--- config.mk ---
export PLATFORM = sky130hd
export DESIGN_NAME = instr_fetch_stage
export DESIGN_NICKNAME = d
export VERILOG_FILES = /design/src/rtl/mips_pkg.sv /design/src/rtl/fetch_skid_buf.sv /design/src/rtl/instr_fetch_stage.sv
export SDC_FILE = /design/constraint.sdc
export NUM_CORES = 1
export LEC_CHECK = 0
export ABC_AREA = 0
export CAP_MARGIN = 15
export CORE_ASPECT_RATIO = 1.1
export CORE_MARGIN = 5
export CORE_UTILIZATION = 35
export DETAILED_ROUTE_END_ITERATION = 7
export DONT_BUFFER_PORTS = 1
export SLEW_MARGIN = 20
export SYNTH_ARGS = -nofsm -noshare
export SYNTH_HDL_FRONTEND = slang
export SYNTH_SLANG_ARGS = --single-unit
--- constraint.sdc ---
create_clock -name clk -period 2.8 [get_ports clk]
set_input_delay 0.56 -clock clk [delete_from_list [all_inputs] [get_ports clk]]
set_output_delay 0.56 -clock clk [all_outputs]
set_load 0.01 [all_outputs]
--- src/rtl/mips_pkg.sv ---
`default_nettype none
// ============================================================================
// Module   : mips_pkg
// Brief    : Shared constants and fetch-state encoding for the MIPS front end.
// Revision : 1.0
// ============================================================================
package mips_pkg;

    localparam logic [31:0] NOP_INSTR = 32'h0000_0000;
    localparam int unsigned PC_INC    = 4;
    localparam int unsigned OPCODE_HI = 31;
    localparam int unsigned OPCODE_LO = 26;

    typedef enum logic [1:0] {
        S_IDLE  = 2'd0,
        S_REQ   = 2'd1,
        S_HOLD  = 2'd2,
        S_DRAIN = 2'd3
    } fetchState_t;

endpackage
`default_nettype wire

--- src/rtl/fetch_skid_buf.sv ---
`default_nettype none
// ============================================================================
// Module   : fetch_skid_buf
// Brief    : One-entry {instr, pc4} holding register; clear beats load beats unload.
// Revision : 1.0
// ============================================================================
module fetch_skid_buf
    import mips_pkg::*;
#(
    parameter int PC_W = 32
) (
    input  logic            clk,
    input  logic            rst_n,
    input  logic            i_load,
    input  logic            i_unload,
    input  logic            i_clear,
    input  logic [31:0]     i_instr,
    input  logic [PC_W-1:0] i_pc4,
    output logic            o_full,
    output logic [31:0]     o_instr,
    output logic [PC_W-1:0] o_pc4
);

    logic            r_full;
    logic [31:0]     r_instr;
    logic [PC_W-1:0] r_pc4;

    always_ff @(posedge clk or negedge rst_n) begin
        if (!rst_n) begin
            r_full  <= 1'b0;
            r_instr <= NOP_INSTR;
            r_pc4   <= '0;
        end else if (i_clear) begin
            r_full  <= 1'b0;
            r_instr <= NOP_INSTR;
        end else if (i_load) begin
            r_full  <= 1'b1;
            r_instr <= i_instr;
            r_pc4   <= i_pc4;
        end else if (i_unload) begin
            r_full  <= 1'b0;
        end
    end

    assign o_full  = r_full;
    assign o_instr = r_instr;
    assign o_pc4   = r_pc4;

endmodule
`default_nettype wire

--- src/rtl/instr_fetch_stage.sv ---
`default_nettype none
// ============================================================================
// Module   : instr_fetch_stage
// Brief    : PC owner, req/ack instruction fetch and IF/ID register with stall
//            skid buffer and redirect drain. FETCH_PERF_EN adds perf counters.
// Revision : 1.0
// ============================================================================
module instr_fetch_stage
    import mips_pkg::*;
#(
    parameter int              PC_W     = 32,
    parameter logic [PC_W-1:0] RESET_PC = '0
) (
    input  logic            clk,
    input  logic            rst_n,
    output logic            imem_req,
    output logic [PC_W-1:0] imem_addr,
    input  logic            imem_ack,
    input  logic [31:0]     imem_rdata,
    input  logic            stall,
    input  logic            redirect_en,
    input  logic [PC_W-1:0] redirect_pc,
`ifdef FETCH_PERF_EN
    output logic [31:0]     perf_fetched,
    output logic [31:0]     perf_bubbles,
`endif
    output logic [31:0]     if_id_instr,
    output logic [PC_W-1:0] if_id_pc4,
    output logic            if_id_valid
);

    localparam logic [PC_W-1:0] c_alignMask = ~(PC_W'(3));

    fetchState_t     r_state, w_nextState;
    logic [PC_W-1:0] r_fetchPc, w_nextFetchPc;
    logic [PC_W-1:0] r_pendingPc, w_nextPendingPc;
    logic [31:0]     r_ifIdInstr, w_nextInstr;
    logic [PC_W-1:0] r_ifIdPc4, w_nextPc4;
    logic            r_ifIdValid, w_nextValid;
    logic [PC_W-1:0] w_pc4, w_redirTarget;
    logic            w_bufLoad, w_bufUnload, w_bufClear, w_bufFull;
    logic [31:0]     w_bufInstr;
    logic [PC_W-1:0] w_bufPc4;

    assign w_pc4         = r_fetchPc + PC_W'(PC_INC);
    assign w_redirTarget = redirect_pc & c_alignMask;
    assign imem_req      = (r_state == S_REQ) || (r_state == S_DRAIN);
    assign imem_addr     = r_fetchPc;

    fetch_skid_buf #(.PC_W(PC_W)) u_skid (
        .clk      (clk),
        .rst_n    (rst_n),
        .i_load   (w_bufLoad),
        .i_unload (w_bufUnload),
        .i_clear  (w_bufClear),
        .i_instr  (imem_rdata),
        .i_pc4    (w_pc4),
        .o_full   (w_bufFull),
        .o_instr  (w_bufInstr),
        .o_pc4    (w_bufPc4)
    );

    always_ff @(posedge clk or negedge rst_n) begin
        if (!rst_n) begin
            r_state     <= S_IDLE;
            r_fetchPc   <= RESET_PC;
            r_pendingPc <= RESET_PC;
            r_ifIdInstr <= NOP_INSTR;
            r_ifIdPc4   <= '0;
            r_ifIdValid <= 1'b0;
        end else begin
            r_state     <= w_nextState;
            r_fetchPc   <= w_nextFetchPc;
            r_pendingPc <= w_nextPendingPc;
            r_ifIdInstr <= w_nextInstr;
            r_ifIdPc4   <= w_nextPc4;
            r_ifIdValid <= w_nextValid;
        end
    end

    always_comb begin
        w_nextState     = r_state;
        w_nextFetchPc   = r_fetchPc;
        w_nextPendingPc = r_pendingPc;
        w_nextInstr     = r_ifIdInstr;
        w_nextPc4       = r_ifIdPc4;
        w_nextValid     = r_ifIdValid;
        w_bufLoad       = 1'b0;
        w_bufUnload     = 1'b0;
        w_bufClear      = 1'b0;
        // A redirect overrides stall and any ack captured this cycle.
        if (redirect_en) begin
            w_nextValid = 1'b0;
            w_nextInstr = NOP_INSTR;
            w_bufClear  = 1'b1;
            case (r_state)
                S_REQ: begin
                    if (imem_ack) begin
                        w_nextFetchPc = w_redirTarget;
                    end else begin
                        w_nextPendingPc = w_redirTarget;
                        w_nextState     = S_DRAIN;
                    end
                end
                S_DRAIN: begin
                    w_nextPendingPc = w_redirTarget;
                    if (imem_ack) begin
                        w_nextFetchPc = w_redirTarget;
                        w_nextState   = S_REQ;
                    end
                end
                default: begin
                    w_nextFetchPc = w_redirTarget;
                    w_nextState   = S_REQ;
                end
            endcase
        end else begin
            case (r_state)
                S_IDLE: w_nextState = S_REQ;
                S_REQ: begin
                    if (imem_ack) begin
                        w_nextFetchPc = w_pc4;
                        if (!stall) begin
                            w_nextInstr = imem_rdata;
                            w_nextPc4   = w_pc4;
                            w_nextValid = 1'b1;
                        end else begin
                            w_bufLoad   = 1'b1;
                            w_nextState = S_HOLD;
                        end
                    end else if (!stall) begin
                        w_nextValid = 1'b0;
                    end
                end
                S_HOLD: begin
                    if (!stall) begin
                        w_nextInstr = w_bufInstr;
                        w_nextPc4   = w_bufPc4;
                        w_nextValid = w_bufFull;
                        w_bufUnload = 1'b1;
                        w_nextState = S_REQ;
                    end
                end
                S_DRAIN: begin
                    // Stale data is dropped; fetch resumes at the remembered target.
                    if (imem_ack) begin
                        w_nextFetchPc = r_pendingPc;
                        w_nextState   = S_REQ;
                    end
                end
            endcase
        end
    end

    assign if_id_instr = r_ifIdInstr;
    assign if_id_pc4   = r_ifIdPc4;
    assign if_id_valid = r_ifIdValid;

`ifdef FETCH_PERF_EN
    logic        w_fetchedInc, w_bubbleInc;
    logic [31:0] r_perfFetched, r_perfBubbles;

    assign w_fetchedInc = !redirect_en && !stall &&
                          (((r_state == S_REQ) && imem_ack) || ((r_state == S_HOLD) && w_bufFull));
    assign w_bubbleInc  = !stall && (redirect_en || ((r_state == S_REQ) && !imem_ack) ||
                                     ((r_state == S_HOLD) && !w_bufFull));

    always_ff @(posedge clk or negedge rst_n) begin
        if (!rst_n) begin
            r_perfFetched <= '0;
            r_perfBubbles <= '0;
        end else begin
            if (w_fetchedInc) r_perfFetched <= r_perfFetched + 32'd1;
            if (w_bubbleInc)  r_perfBubbles <= r_perfBubbles + 32'd1;
        end
    end

    assign perf_fetched = r_perfFetched;
    assign perf_bubbles = r_perfBubbles;
`endif

endmodule
`default_nettype wire
Word-level counts from Yosys, hierarchy flattened:

Index checks and enable logic that the tools add are counted.

* register bits: 196
* input bits: 69
* output and inout bits: 98
* word-level logic and storage cells: 86

* add/subtract/negate cells: 1
* equality and inequality tests: 14
* muxes and demuxes: 44
* bitwise logic cells: 2
* reduce and logical (&&, ||, !) cells: 16

Operator list (count)
* 2-to-1 mux 32 bit: 15
* case mux 32 bit (2 select lines): 4
* adder 32 x 3 -> 32 bit, second input constant: 1
* != test 3 bit, second input constant: 7
* 2-to-1 mux 1 bit: 16
* 2-to-1 mux 2 bit: 6
* AND reduction 4 bit: 3
* nonzero test 3 bit: 3
* != test 2 bit, second input constant: 4
* case mux 2 bit (4 select lines): 1
* AND reduction 3 bit: 2
* nonzero test 2 bit: 3
* AND reduction 5 bit: 1
* equality test 2 bit, second input constant: 2
* case mux 2 bit (2 select lines): 1
* equality test 2 x 1 -> 1 bit, second input constant: 1
* logical NOT 2 bit: 1
* NOT 1 bit: 2
* case mux 1 bit (2 select lines): 1
* AND reduction 2 bit: 1
* OR reduction 2 bit: 1
* logical OR 1 bit: 1

Logic depth before layout (Yosys ltp):

* depth in word-level cells: 6
* depth in mapped cells: 10
* mapped depth without buffers: 7

By module:

A second synthesis with hierarchy kept.

* cells, all modules: 901
* area total of the unflattened synthesis: 9618.0 µm²

Modules (own cells, without submodules)
* instr_fetch_stage: times used 1, cells an instance 724, area an instance 6961.7 µm², seq. area each 3178.0 µm²
* fetch_skid_buf: times used 1, cells an instance 177, area an instance 2656.3 µm², seq. area each 1626.6 µm²

Worst setup path after synthesis:

OpenSTA, ideal clock, no wires.

* kind: register to register
* start point: reg r_fetchPc[2], in the netlist imem_addr[2]
* end point: reg r_ifIdPc4[30], in the netlist if_id_pc4[30]
* setup time: 0.131 ns
* arrival time: 2.092 ns
* required time: 2.669 ns
* slack: 0.577 ns
* stages on the path, launching flop included: 8
* path buffers: 1
* clock period less this slack: 2.223 ns
* cell sequence: dfrtp_1 -> ha_1 -> nand3_1 -> or4_4 -> buf_6 -> nor3_4 -> nor4b_1 -> or3_1

* longest elaborated chain between the ends: 4

RTL lines
* start, declared: RTL line instr_fetch_stage.sv:35 `logic [PC_W-1:0] r_fetchPc, w_nextFetchPc;`
* start signal, assigned: RTL line instr_fetch_stage.sv:73 `r_fetchPc <= w_nextFetchPc;`
* adder 32 x 3 -> 32 bit: RTL line instr_fetch_stage.sv:45 `assign w_pc4 = r_fetchPc + PC_W'(PC_INC);`
* 2-to-1 mux 32 bit: RTL line instr_fetch_stage.sv:123 `if (!stall) begin`
* 2-to-1 mux 32 bit: RTL line instr_fetch_stage.sv:121 `if (imem_ack) begin`
* case mux 32 bit (2 select lines): RTL line instr_fetch_stage.sv:118 `case (r_state)`
* end signal, assigned: RTL line instr_fetch_stage.sv:76 `r_ifIdPc4 <= w_nextPc4;`
* end, declared: RTL line instr_fetch_stage.sv:38 `logic [PC_W-1:0] r_ifIdPc4, w_nextPc4;`

No other way between the ends. The select of a mux whose other input is x is not followed.
A chain may end at the register's enable or synchronous reset.

Worst setup path after layout:

* start point: reg r_fetchPc[4], in the netlist imem_addr[4]
* end point: reg r_ifIdPc4[25], in the netlist if_id_pc4[25]

Same word-level chain as after synthesis.

==> impl_metrics.ini <==
[sta]
fin_tns_setup_ns = 0
rsz0062_at_grt = no
whs_ns = -0.189
finClkSkew_ns = 0.0141
maxSlewHeadroom = 0.496
setup_ws_ns = 0.398
drv_slew = 0
fmax_ghz = 0.416
tightest_slew_ns = 0.753
finalHoldViolCount = 188
fin_crit_ns = 2.40
fin_crit_sh = 0.858
setup_viol = 0

[floorplan]
rows = 62
die_w_um = 164
fp.dieArea_um2 = 29500
core_area_um2 = 25900
io_pins = 167
die_h_um = 180
initial_core_util = 0.353

[power]
p_leak_nw = 4.31
cellPowerDensity_nw_per_um2 = 1090
switching_share = 0.408
vdd_drop_max_mv = 0.411
pwr-share-seq = 0.435
comb_power_share = 0.344
p_switching_mw = 4.54
power.share.clock = 0.221
p_int_mw = 6.60
total_power_mw = 11.1

[logic_synthesis]
yosys_warnings = 0
synth.area.top_cells = dfrtp_1, nand2_1, mux2i_1
ys_ff_latch = 188
synth_common_cells = dfrtp_1, nand2_1, clkbuf_1
syn_inst = 904
synthDistinctLibCells = 61
synth_edf_count = 0
syn_area_um2 = 9140
synth-main-ff-cell = dfrtp_1
syn_avg_cell_area_um2 = 10.1
synth_area_leader_cell = dfrtp_1
synth.most_common_cell = dfrtp_1
async_flop_share = 1.00
ys_seq_area_frac = 0.515
yosysTopAreaCellShare = 0.515

[drt]
drt_iter0_drc = 350
viasPerCell = 5.51
met3_length_um = 2210
drc = 0
drt-total-wl_um = 24900
postRouteAntennaNets = 0
m1WireLength_um = 10700
drtPass1Iterations = 5
met2RoutedLength_um = 11500
wire_per_inst_um = 20.0
top_layer = met4
via_count = 6860

[clocking]
clockBufferDepth = 2
cts_resized = 0
cts_root_buffer = clkbuf_16
cts_made_buffers = 17
cts_setup_buffers = 0
worstSkewPairLatency_ns = 0.44
clock-sinks = 188
cts_tree = yes
clkSlewWorstSetupHoldPaths_ns = 0.09
h-tree-depth = 4

[layout]
layout-drive-gt1-share = 0.130
finalNetCount = 955
insertedDiodeCount = 0
layout.cells.non_filler = 1246
area_growth_pct = 11.6
final_util = 0.394
fill_cells = 2594

[placement]
io_buffers = 0
gp_congestion = 0.849
dp.cells = 1214
pre_cts_slack_ns = 0.410
hpwl_um = 16800

[worst_hold_path]
hold_class = input pin to async pin

[run]
cap_violations = 0

[grt]
antenna_found_initial = 0
grt_pass1_vias = 6603
grt_overflow = 0
track_usage = 0.169
grt_pass1_wl_um = 39700
grt_max_degree = 189

[setup_path]
start_kind = flip-flop
critPathCaptureType = flip-flop
critPathRequiredTime_ns = 3.08
critical_path_class = flip-flop to flip-flop
crit_fanout = 8
arrival_ns = 2.68

[outcome]
violations = hold timing
status = complete, but fails checks
## flip-flops by register name, indices dropped and copies added, names as in the netlist
| name | flops |
|---|---|
| if_id_instr | 32 |
| u_skid.o_instr | 32 |
| u_skid.o_full | 1 |
| r_pendingPc | 30 |
| imem_addr | 30 |
| if_id_pc4 | 30 |
| u_skid.o_pc4 | 30 |
| if_id_valid | 1 |
| r_state | 2 |
## placed cells by master (no fill, tap or decap), types with 3 or more instances in the layout
cell type,instances
dfrtp_1,188
nand2_1,124
o21ai_0,54
a21oi_1,47
nor2_1,46
mux2i_1,43
o31ai_1,41
a22o_1,36
mux2_2,33
buf_4,29
nand3_1,18
clkbuf_16,17
inv_1,14
and3_1,14
xnor2_1,13
nor3_1,13
o22ai_1,13
a31oi_1,12
nor4_1,11
o21a_1,9
nand4_1,8
xor2_1,8
nand2b_1,8
o22a_1,7
inv_8,5
and4_1,4
o31a_1,4
ha_1,4
conb_1,4
clkinv_8,4
or2_2,3
nor4_2,3
or3_1,3
o211ai_1,3
nor4b_1,3
o221ai_1,3
buf_12,3
## per-stage QoR
step / cell area [µm²] / hold slack, ns
floorplan: 9150 / 0.264
global placement: 9600 / 0.270
detailed placement: 9600 / 0.269
CTS: 10200 / -0.210
global route: 10200 / -0.225
finish: 10200 / -0.189
## logic make-up (layout without fill, tap and decap cells)
kind of cell / count (synthesis) / in the layout / synth area share
and+or+nand+nor: 271 / 271 / 0.145
AOI/OAI and AO/OA: 250 / 250 / 0.183
DFF: 188 / 188 / 0.515
buffers and inverters: 91 / 78 / 0.0411
muxes: 77 / 77 / 0.0888
xor gates and xnor gates: 21 / 21 / 0.0201
adders and majority gates: 5 / 5 / 0.00684
other: 1 / 4 / 0.000410
## layout make-up
| type | instances | area, µm² | share of cell area |
|---|---|---|---|
| Inverter | 14 | 52.6 | 0.00515 |
| Multi-Input combinational cell | 628 | 4130 | 0.405 |
| Clock buffer | 17 | 425 | 0.0417 |
| Sequential cell | 188 | 4700 | 0.461 |
| Clock inverter | 15 | 171 | 0.0168 |
| Timing Repair Buffer | 32 | 278 | 0.0272 |
| Tap cell | 352 | 440 | 0.0432 |
## metal layers
layer,up-vias,track usage
met5,-,0
met4,0,0.0453
met3,32,0.0618
met2,235,0.260
met1,3367,0.226
li1,3226,-
## power by group through the flow
stage	clock, mW	combinational [mW]	sequential [mW]
6_report	2.46	3.83	4.84
5_1_grt	2.67	4.28	4.99
4_1_cts	2.56	3.86	4.86
3_5_place_dp	0	3.85	4.91
3_3_place_gp	0	3.78	4.87
2_1_floorplan	0	2.84	4.66
## critical path, cell delays in order (launching register included)
cell and delay (ns):
dfrtp_1 0.59, nand4_4 0.19, or3_1 0.55, nor3_1 0.44, mux2i_1 0.35, o211ai_1 0.13
## worst paths after layout
| check | start | cells after the start | slack, ns | endpoint |
|---|---|---|---|---|
| setup / recovery | imem_addr[4] | 5 | 0.40 | if_id_pc4[25] |
| setup reg to reg | imem_addr[4] | 5 | 0.40 | if_id_pc4[25] |
| hold reg to reg | u_skid.o_pc4[16] | 2 | 0.48 | u_skid.o_pc4[16] |
| min in group clk | redirect_en | 1 | 0.22 | if_id_instr[4] |
| max in group asynchronous | rst_n | 0 | 2.75 | if_id_instr[12] |
| hold / removal | rst_n | 0 | -0.19 | if_id_pc4[4] |
Note: power is estimated with default switching activity, not from simulation.
